### src/rtl/pepe_pkg.sv
// Shared types and constants for the pepe arithmetic tile.
// Latency: n/a (declarations only).
// Backpressure: n/a.
package pepe_pkg;

  typedef enum logic [1:0] {
    MODE_ADD = 2'b00,
    MODE_SUB = 2'b01,
    MODE_ACC = 2'b10,
    MODE_CLR = 2'b11
  } mode_e;

  localparam int DEF_WIDTH    = 8;
  localparam int DEF_CHANNELS = 4;

  // Channel-select width; a single-channel build still carries a 1-bit select.
  function automatic int ch_w(input int n);
    return (n > 1) ? $clog2(n) : 1;
  endfunction

endpackage

### src/rtl/pepe_alu.sv
// Add/subtract at WIDTH+1 bits with raw carry/borrow flag and optional clamping.
// Latency: purely combinational.
// Backpressure: none; the caller decides when the result is captured.
module pepe_alu #(
  parameter int WIDTH    = 8,
  parameter bit SATURATE = 1'b1
) (
  input  logic [WIDTH-1:0] op_a,
  input  logic [WIDTH-1:0] op_b,
  input  logic             sub,
  output logic [WIDTH-1:0] result,
  output logic             ovf
);

  logic [WIDTH:0] raw;

  // Extended-width sum or difference; the top bit is carry (add) or borrow (sub).
  always_comb begin
    if (sub) raw = {1'b0, op_a} - {1'b0, op_b};
    else     raw = {1'b0, op_a} + {1'b0, op_b};
  end

  // Clamp to the rail on carry/borrow when saturating, otherwise keep the low bits.
  always_comb begin
    ovf    = raw[WIDTH];
    result = raw[WIDTH-1:0];
    if (SATURATE && raw[WIDTH]) result = sub ? '0 : '1;
  end

endmodule

### src/rtl/pepe_accum.sv
// Pipelined ADD/SUB/per-channel ACC/CLR unit with a registered result.
// Latency: 1 cycle from accept to out_valid.
// Backpressure: in_ready drops while an undelivered result is held and out_ready is low, or when ena=0.
module pepe_accum
  import pepe_pkg::*;
#(
  parameter int WIDTH    = DEF_WIDTH,
  parameter int CHANNELS = DEF_CHANNELS,
  parameter bit SATURATE = 1'b1
) (
  input  logic                        clk,
  input  logic                        rst_n,
  input  logic                        ena,
  input  logic                        in_valid,
  output logic                        in_ready,
  input  logic [WIDTH-1:0]            a,
  input  logic [WIDTH-1:0]            b,
  input  logic [1:0]                  mode,
  input  logic [ch_w(CHANNELS)-1:0]   ch_sel,
  output logic                        out_valid,
  input  logic                        out_ready,
  output logic [WIDTH-1:0]            out_data,
  output logic                        out_ovf
);

  localparam int CW = ch_w(CHANNELS);

  logic [WIDTH-1:0] acc_q [CHANNELS];
  logic [WIDTH-1:0] acc_d [CHANNELS];
  logic             out_valid_q, out_valid_d;
  logic [WIDTH-1:0] out_data_q, out_data_d;
  logic             out_ovf_q, out_ovf_d;

  logic             accept;
  logic             ch_ok;
  logic [WIDTH-1:0] acc_rd;
  logic [WIDTH-1:0] alu_a, alu_b, alu_res;
  logic             alu_sub, alu_ovf;
  mode_e            op;

  assign op        = mode_e'(mode);
  assign in_ready  = rst_n && ena && (!out_valid_q || out_ready);
  assign accept    = in_valid && in_ready;
  assign out_valid = out_valid_q;
  assign out_data  = out_data_q;
  assign out_ovf   = out_ovf_q;

  // Decode the channel select; an out-of-range select matches no accumulator.
  always_comb begin
    ch_ok  = 1'b0;
    acc_rd = '0;
    for (int i = 0; i < CHANNELS; i++) begin
      if (ch_sel == CW'(i)) begin
        ch_ok  = 1'b1;
        acc_rd = acc_q[i];
      end
    end
  end

  // ACC feeds the stored accumulator as the first operand and A as the increment.
  always_comb begin
    alu_a   = (op == MODE_ACC) ? acc_rd : a;
    alu_b   = (op == MODE_ACC) ? a : b;
    alu_sub = (op == MODE_SUB);
  end

  pepe_alu #(
    .WIDTH    (WIDTH),
    .SATURATE (SATURATE)
  ) u_alu (
    .op_a   (alu_a),
    .op_b   (alu_b),
    .sub    (alu_sub),
    .result (alu_res),
    .ovf    (alu_ovf)
  );

  // Next result/accumulator state: load on accept, drain on out_ready, otherwise hold.
  always_comb begin
    out_valid_d = out_valid_q;
    out_data_d  = out_data_q;
    out_ovf_d   = out_ovf_q;
    acc_d       = acc_q;
    if (accept) begin
      out_valid_d = 1'b1;
      unique case (op)
        MODE_ADD, MODE_SUB: begin
          out_data_d = alu_res;
          out_ovf_d  = alu_ovf;
        end
        MODE_ACC: begin
          out_data_d = ch_ok ? alu_res : '0;
          out_ovf_d  = ch_ok ? alu_ovf : 1'b1;
          for (int i = 0; i < CHANNELS; i++) begin
            if (ch_sel == CW'(i)) acc_d[i] = alu_res;
          end
        end
        MODE_CLR: begin
          out_data_d = '0;
          out_ovf_d  = !ch_ok;
          for (int i = 0; i < CHANNELS; i++) begin
            if (ch_sel == CW'(i)) acc_d[i] = '0;
          end
        end
      endcase
    end else if (ena && out_ready) begin
      out_valid_d = 1'b0;
    end
  end

  // State registers; reset discards any pending result and zeroes every accumulator.
  always_ff @(posedge clk or negedge rst_n) begin
    if (!rst_n) begin
      out_valid_q <= 1'b0;
      out_data_q  <= '0;
      out_ovf_q   <= 1'b0;
      acc_q       <= '{default: '0};
    end else begin
      out_valid_q <= out_valid_d;
      out_data_q  <= out_data_d;
      out_ovf_q   <= out_ovf_d;
      acc_q       <= acc_d;
    end
  end

endmodule

### config.mk
export PLATFORM = sky130hd
export DESIGN_NAME = pepe_accum
export DESIGN_NICKNAME = d
export VERILOG_FILES = /design/src/rtl/pepe_pkg.sv /design/src/rtl/pepe_alu.sv /design/src/rtl/pepe_accum.sv
export SDC_FILE = /design/constraint.sdc
export NUM_CORES = 1
export LEC_CHECK = 0
export CAP_MARGIN = 10
export CORE_AREA = 2 2 89 91
export DETAILED_ROUTE_END_ITERATION = 8
export DIE_AREA = 0 0 91 93
export HOLD_SLACK_MARGIN = 0.03
export PLACE_DENSITY = 0.58
export SLEW_MARGIN = 40
export SYNTH_ARGS = -nofsm -noshare
export SYNTH_HDL_FRONTEND = slang
export SYNTH_SLANG_ARGS = --single-unit
### constraint.sdc
create_clock -name clk -period 7.37 [get_ports clk]
set_clock_uncertainty 0.05 [all_clocks]
set_input_delay 0.737 -clock clk [delete_from_list [all_inputs] [get_ports clk]]
set_output_delay 0.737 -clock clk [all_outputs]
set_load 0.05 [all_outputs]
After elaboration in Yosys (flattened, before gate mapping)
Cells that the tools add are included.
{"block": "totals", "wordCells": 67, "out_inout_bits": 11, "reg_bits": 42}
{"block": "op_classes", "addsub": 2, "reduce_logical": 16, "muxes": 28, "eq_ne": 14}
{"op": "2-to-1 mux 8 bit", "n": 17}
{"op": "one-hot mux 32 bit (2 select lines)", "n": 1}
{"op": "one-hot mux 8 bit (3 select lines)", "n": 1}
{"op": "AND reduction 4 bit", "n": 4}
{"op": "inequality test 2 bit (second input constant)", "n": 6}
{"op": "adder 8 x 8 -> 9 bit", "n": 1}
{"op": "2-to-1 mux 9 bit", "n": 1}
{"op": "subtractor 8 x 8 -> 9 bit", "n": 1}
{"op": "equality test 2 bit (second input constant)", "n": 4}
{"op": "2-to-1 mux 1 bit", "n": 7}
{"op": "equality test 2 x 1 -> 1 bit (second input constant)", "n": 2}
{"op": "logical AND 1 bit", "n": 4}
{"op": "zero test 2 bit", "n": 2}
{"op": "inequality test 2 x 1 -> 1 bit (second input constant)", "n": 2}
{"op": "nonzero test 2 bit", "n": 2}
{"op": "one-hot mux 1 bit (3 select lines)", "n": 1}
{"op": "zero test 1 bit", "n": 2}
{"op": "OR reduction 2 bit", "n": 1}
{"op": "logical OR 1 bit", "n": 1}

Longest topological paths before layout
{"block": "depth", "ltp_word": 11, "ltp_mapped": 18}

Modules after synthesis
A second synthesis with hierarchy kept.
{"block": "hier_totals", "cells_unflattened": 277, "area_unflattened_um2": 2852.7}
{"module": "pepe_accum", "cells_per_inst": 178, "instances": 1, "area_each_um2": 2155.8, "seq_area_each_um2": 1051.0}
{"module": "pepe_alu", "cells_per_inst": 99, "instances": 1, "area_each_um2": 696.9, "seq_area_each_um2": 0.0}

Worst setup path before layout
Ideal clock, no wire load.
{"block": "synth_path", "path_type": "input to register", "from": "input mode[1]", "to": "register acc_q[26] in the netlist's numbering", "arrival_ns": 4.537, "path_slack_ns": 2.637, "setup_time_ns": 0.146, "required_ns": 7.174, "stages": 17, "path_cell_list": "nor2b_1 clkbuf_1 clkbuf_1 mux2i_1 ha_1 inv_1 or3_1 o22ai_1 o21a_1 mux2i_1 a21oi_1 ha_1 a21o_1 a221oi_4 o21ai_0 nor2b_1 a311oi_1"}
{"block": "synth_between", "elab_chain_len": 7, "elab_cells_between_ends": 16, "cone_classes": "2 x add/sub; 5 x eq/ne; 7 x mux; 2 x reduce/logical"}
{"element": "start: declaration", "line": "pepe_accum.sv:18", "text": "input logic [1:0] mode,"}
{"element": "equality test 2 bit", "line": "pepe_accum.sv:62, pepe_accum.sv:63, pepe_accum.sv:86"}
{"element": "2-to-1 mux 8 bit (on tied branches)", "line": "pepe_accum.sv:62, pepe_accum.sv:63"}
{"element": "adder 8 x 8 -> 9 bit / subtractor 8 x 8 -> 9 bit (equally long branches)", "line": "pepe_alu.sv:20, pepe_alu.sv:19"}
{"element": "2-to-1 mux 9 bit", "line": "pepe_alu.sv:19", "text": "if (sub) raw = {1'b0, op_a} - {1'b0, op_b};"}
{"element": "2-to-1 mux 8 bit", "line": "pepe_alu.sv:27", "text": "if (SATURATE && raw[WIDTH]) result = sub ? '0 : '1;"}
{"element": "2-to-1 mux 8 bit", "line": "pepe_accum.sv:95", "text": "if (ch_sel == CW'(i)) acc_d[i] = alu_res;"}
{"element": "one-hot mux 32 bit (2 select lines)", "line": "pepe_accum.sv:86", "text": "unique case (op)"}
{"element": "end signal: assignment", "line": "pepe_accum.sv:117", "text": "acc_q <= '{default: '0};"}
{"element": "end signal: assignment", "line": "pepe_accum.sv:122", "text": "acc_q <= acc_d;"}
{"element": "end: declaration", "line": "pepe_accum.sv:28", "text": "logic [WIDTH-1:0] acc_q [CHANNELS];"}
Several ways; a longest one is shown, not always the timed one. The select of a mux whose other input is x is not followed.
A chain may end at the register's enable or synchronous reset.

Final worst setup path
{"block": "layout_path", "from": "input mode[1]", "to": "register out_data_q[0], in the netlist out_data[0]"}
{"block": "layout_between", "elab_chain_len": 7, "elab_cells_between_ends": 14, "cone_classes": "2 x add/sub; 3 x eq/ne; 7 x mux; 2 x reduce/logical"}
{"element": "equality test 2 bit", "line": "pepe_accum.sv:62, pepe_accum.sv:63, pepe_accum.sv:86"}
{"element": "2-to-1 mux 8 bit (on tied branches)", "line": "pepe_accum.sv:62, pepe_accum.sv:63"}
{"element": "adder 8 x 8 -> 9 bit / subtractor 8 x 8 -> 9 bit (equally long branches)", "line": "pepe_alu.sv:20, pepe_alu.sv:19"}
{"element": "2-to-1 mux 9 bit", "line": "pepe_alu.sv:19"}
{"element": "2-to-1 mux 8 bit", "line": "pepe_alu.sv:27"}
{"element": "2-to-1 mux 8 bit", "line": "pepe_accum.sv:92", "text": "out_data_d = ch_ok ? alu_res : '0;"}
{"element": "one-hot mux 8 bit (3 select lines) (*)", "line": "pepe_accum.sv:86"}
{"element": "end signal: assignment", "line": "pepe_accum.sv:120", "text": "out_data_q <= out_data_d;"}
{"element": "end: declaration", "line": "pepe_accum.sv:31", "text": "logic [WIDTH-1:0] out_data_q, out_data_d;"}
Mark *: on every way between the ends. The rest lies on a longest branch, timed or not.

==> metrics.log <==
[metrics] switching part of the total: between 30 and 40%
[metrics] synthesized area: between 2000 and 3000 sq um
[metrics] worst vdd rail ir drop: ~0.13 mV
[metrics] total half-perimeter wirelength after legalization and detailed placement: ~5500 um
[metrics] maximum number of pins on one net before global-route repair: 44
[metrics] drt first-iter violations: 106
[metrics] final hold violations: 0
[metrics] total nets after synthesis: 345
[metrics] fraction of layout cells with a size suffix above 1: between 10% and 20%
[metrics] depth of the CTS H-tree: 2
[metrics] Yosys reg bits: 42
[metrics] DRC: 0
[metrics] post-route ant nets: 0
[metrics] fillers: 767
[metrics] Tmin final: 5.42 ns
[metrics] top fanout value on the critical path: 24
[metrics] leading cell type in the layout, fill and taps excluded: sky130_fd_sc_hd__dfrtp_1
[metrics] maximum clock insertion buffer count: 2
[metrics] Max Cap Violations: 0
[metrics] unrepaired setup endpoints after global routing: false
[metrics] Worst Reg2Reg Path Length in Cells: 10
[metrics] hold buffer count at CTS: 0
[metrics] Post-Syn Area per Cell: around 9.4 sq um
[metrics] worst hold-check path type: primary input to async pin
[metrics] required arrival time at the worst endpoint: between 7 and 8 ns
[metrics] Worst-Skew Late Latency: approximately 0.3 ns
[metrics] leakage: about 0.0014 uW
[metrics] n_diodes: 0
[metrics] GRT Resource Usage Total: 19.6%
[metrics] Post-Place Setup Slack: between 1 and 1.5 ns
[metrics] synthesis-to-layout area growth: 19.6%
[metrics] Final Setup Violations: 0
[metrics] first drt pass iteration count: 4
[metrics] Net count, final: 371
[metrics] clock tree from TritonCTS: yes
[metrics] sort of element at the start of the critical path: primary input
[metrics] buffers inserted during post-CTS setup optimization: 0
[metrics] quantity of I/O buffers inserted on ports: 35
[metrics] summed negative setup slack over all endpoints: 0 ns
[metrics] DIE AREA: roughly 8500 sq um
[metrics] vias in the first global route: about 2500
[metrics] total internal power: between 600 and 700 uW
[metrics] global route total overflow: 0
[metrics] arrival time reported for the critical path endpoint: 5.52 ns
[metrics] number of buffers created by CTS: 5
[metrics] part of the total power dissipated in sequential elements: a little over a third
[metrics] flop-to-flop setup slack: 4.08 ns
[metrics] transition time at the pin with the least slew margin: between 0.7 and 0.8 ns
[metrics] Die H: just over 90 um
[metrics] placer's final routability congestion estimate: roughly 0.86
[metrics] register area share after synthesis: a little over a third
[metrics] startpoint of the worst-slack reg-to-reg timing path: acc_q[29]
[metrics] share of power burned in the clock network: between 20% and 30%
[metrics] synth unique cells: 48
[metrics] initial antenna violation count: 0
[metrics] area inside the core boundary: roughly 7500 sq um
[metrics] io pins: 36
[metrics] placement row count: 32
[metrics] via count: between 2000 and 3000
[metrics] root buffer cell: sky130_fd_sc_hd__clkbuf_8
[metrics] highest-count cells in the layout ignoring fill and taps: 42 x sky130_fd_sc_hd__dfrtp_1, 33 x sky130_fd_sc_hd__nor2_1, 33 x sky130_fd_sc_hd__clkdlybuf4s50_1
[metrics] number of flops mapped to enable cells by yosys: 0
[metrics] post-DR vias/cell: around 6
[metrics] portion of total power attributed to combinational logic: between 40% and 50%
[metrics] total of warnings raised by yosys: 0
[metrics] wirelength, routed: about 8000 um
[metrics] Worst setup EP type: register
[metrics] post-route setup slack: 1.95 ns
[metrics] most used flip-flop cell after synthesis: sky130_fd_sc_hd__dfrtp_1
[metrics] Reg-to-Reg End: out_data[0]
[metrics] critical path class: primary input to register
[metrics] switching power summed over all nets: roughly 350 uW
[metrics] count of mapped cells out of synthesis: 310
[metrics] first-pass GRT wire length: approximately 13000 um
[metrics] total of cells resized after clock tree synthesis: 0
[metrics] detailed-route wire length per cell: around 18 um
[metrics] crit path from: mode[1]
[metrics] Sink Count: 42
[metrics] effective utilization at floorplan: approximately two fifths
[metrics] P per Cell Area: around 270 nW/um^2
[metrics] final period utilization: 73.5%
[metrics] maximum operating frequency: around 180 MHz
[metrics] Chip Width: just over 90 um
[metrics] share of async-settable or async-resettable flops after synthesis: between 90% and 100%
[metrics] final-report max-slew violation count: 0
[metrics] status: finished clean
[metrics] clock slew at reported path FFs: 0.08 ns
[metrics] relative slew slack: around 51%
==> synth_stat cells, drive strengths merged, types with 5 or more instances <==
cell type	number	area, sq um
a21oi	10	50.1
mux2i	12	120
a311oi	15	138
a31oi	24	150
o21ai	26	130
mux4	8	180
a211oi	5	37.5
inv	9	33.8
nor2	33	124
mux2	5	56.3
dfrtp	42	1050
nor3	9	45.0
clkbuf	13	48.8
ha	9	113
nand2	25	93.8
buf	9	46.3
==> per-stage QoR <==
stage          utilization (%)  total power, uW  cells  cell area [sq um]  hold WS [ns]
2_1_floorplan                -              606    310               2910         0.391
4_1_cts                   46.2              959    439               3480         0.387
3_3_place_gp              44.3              726    431               3330         0.438
5_1_grt                   46.1             1010    439               3470         0.420
6_report                  46.1              953    439               3470         0.363
3_5_place_dp              44.3              731    431               3340         0.444
==> metal layers <==
metal / vias up / global-route usage (%) / share of wire (%)
met5: - / 0 / 0
met4: 0 / 5.18 / 1.1
met3: 10 / 3.06 / 4.2
met2: 77 / 31.5 / 47
met1: 1252 / 27.7 / 48
li1: 1229 / - / -
==> power by group through the flow <==
| stage | sequential (uW) | clock [uW] | combinational [uW] |
|---|---|---|---|
| floorplan | 390 | 0 | 217 |
| global placement | 338 | 0 | 388 |
| detailed placement | 341 | 0 | 390 |
| CTS | 336 | 231 | 392 |
| global route | 344 | 238 | 425 |
| finish | 336 | 227 | 390 |
==> registers in the layout, summed over array words and instances (netlist names) <==
signal	count
out_ovf	1
acc_q	32
out_data	8
out_valid	1
==> kinds of logic after synthesis <==
group / after synthesis / synth area share, %
simple gates: 88 / 14.5
fa+ha+maj: 14 / 5.94
compound gates: 102 / 24.0
mux: 25 / 12.3
xor+xnor: 8 / 2.67
buf+inv: 31 / 4.44
flops: 42 / 36.2
==> layout make-up <==
| type | count | area (sq um) | share of cell area [%] |
|---|---|---|---|
| Multi-Input combinational cell | 237 | 1730 | 49.8 |
| Inverter | 9 | 33.8 | 0.973 |
| Tap cell | 102 | 128 | 3.67 |
| Sequential cell | 42 | 1050 | 30.3 |
| Clock inverter | 2 | 60.1 | 1.73 |
| Clock buffer | 6 | 82.6 | 2.38 |
| Timing Repair Buffer | 41 | 388 | 11.2 |
==> worst max path at each step <==
stage	slack [ns]	to
2_1_floorplan	2.64	acc_q[26]
3_3_place_gp	1.57	acc_q[31]
3_5_place_dp	1.37	out_data[0]
4_1_cts	1.71	out_data[0]
5_1_grt	1.56	out_data[2]
6_report	1.95	out_data[0]
==> worst max-delay path: stages <==
cell and delay, ns:
sky130_fd_sc_hd__clkdlybuf4s50_1 0.45, sky130_fd_sc_hd__buf_4 0.26, sky130_fd_sc_hd__nor2b_1 0.38, sky130_fd_sc_hd__mux2i_1 0.30
sky130_fd_sc_hd__ha_1 0.25, sky130_fd_sc_hd__inv_1 0.10, sky130_fd_sc_hd__or3_1 0.38, sky130_fd_sc_hd__o22ai_1 0.31
sky130_fd_sc_hd__o21a_1 0.22, sky130_fd_sc_hd__mux2i_1 0.19, sky130_fd_sc_hd__a21oi_1 0.06, sky130_fd_sc_hd__ha_1 0.34
sky130_fd_sc_hd__a21o_1 0.20, sky130_fd_sc_hd__a221oi_4 0.50, sky130_fd_sc_hd__o21ai_0 0.22, sky130_fd_sc_hd__nor2_1 0.50
sky130_fd_sc_hd__a311oi_1 0.12
No activity file was read; power rests on OpenSTA's default activity.
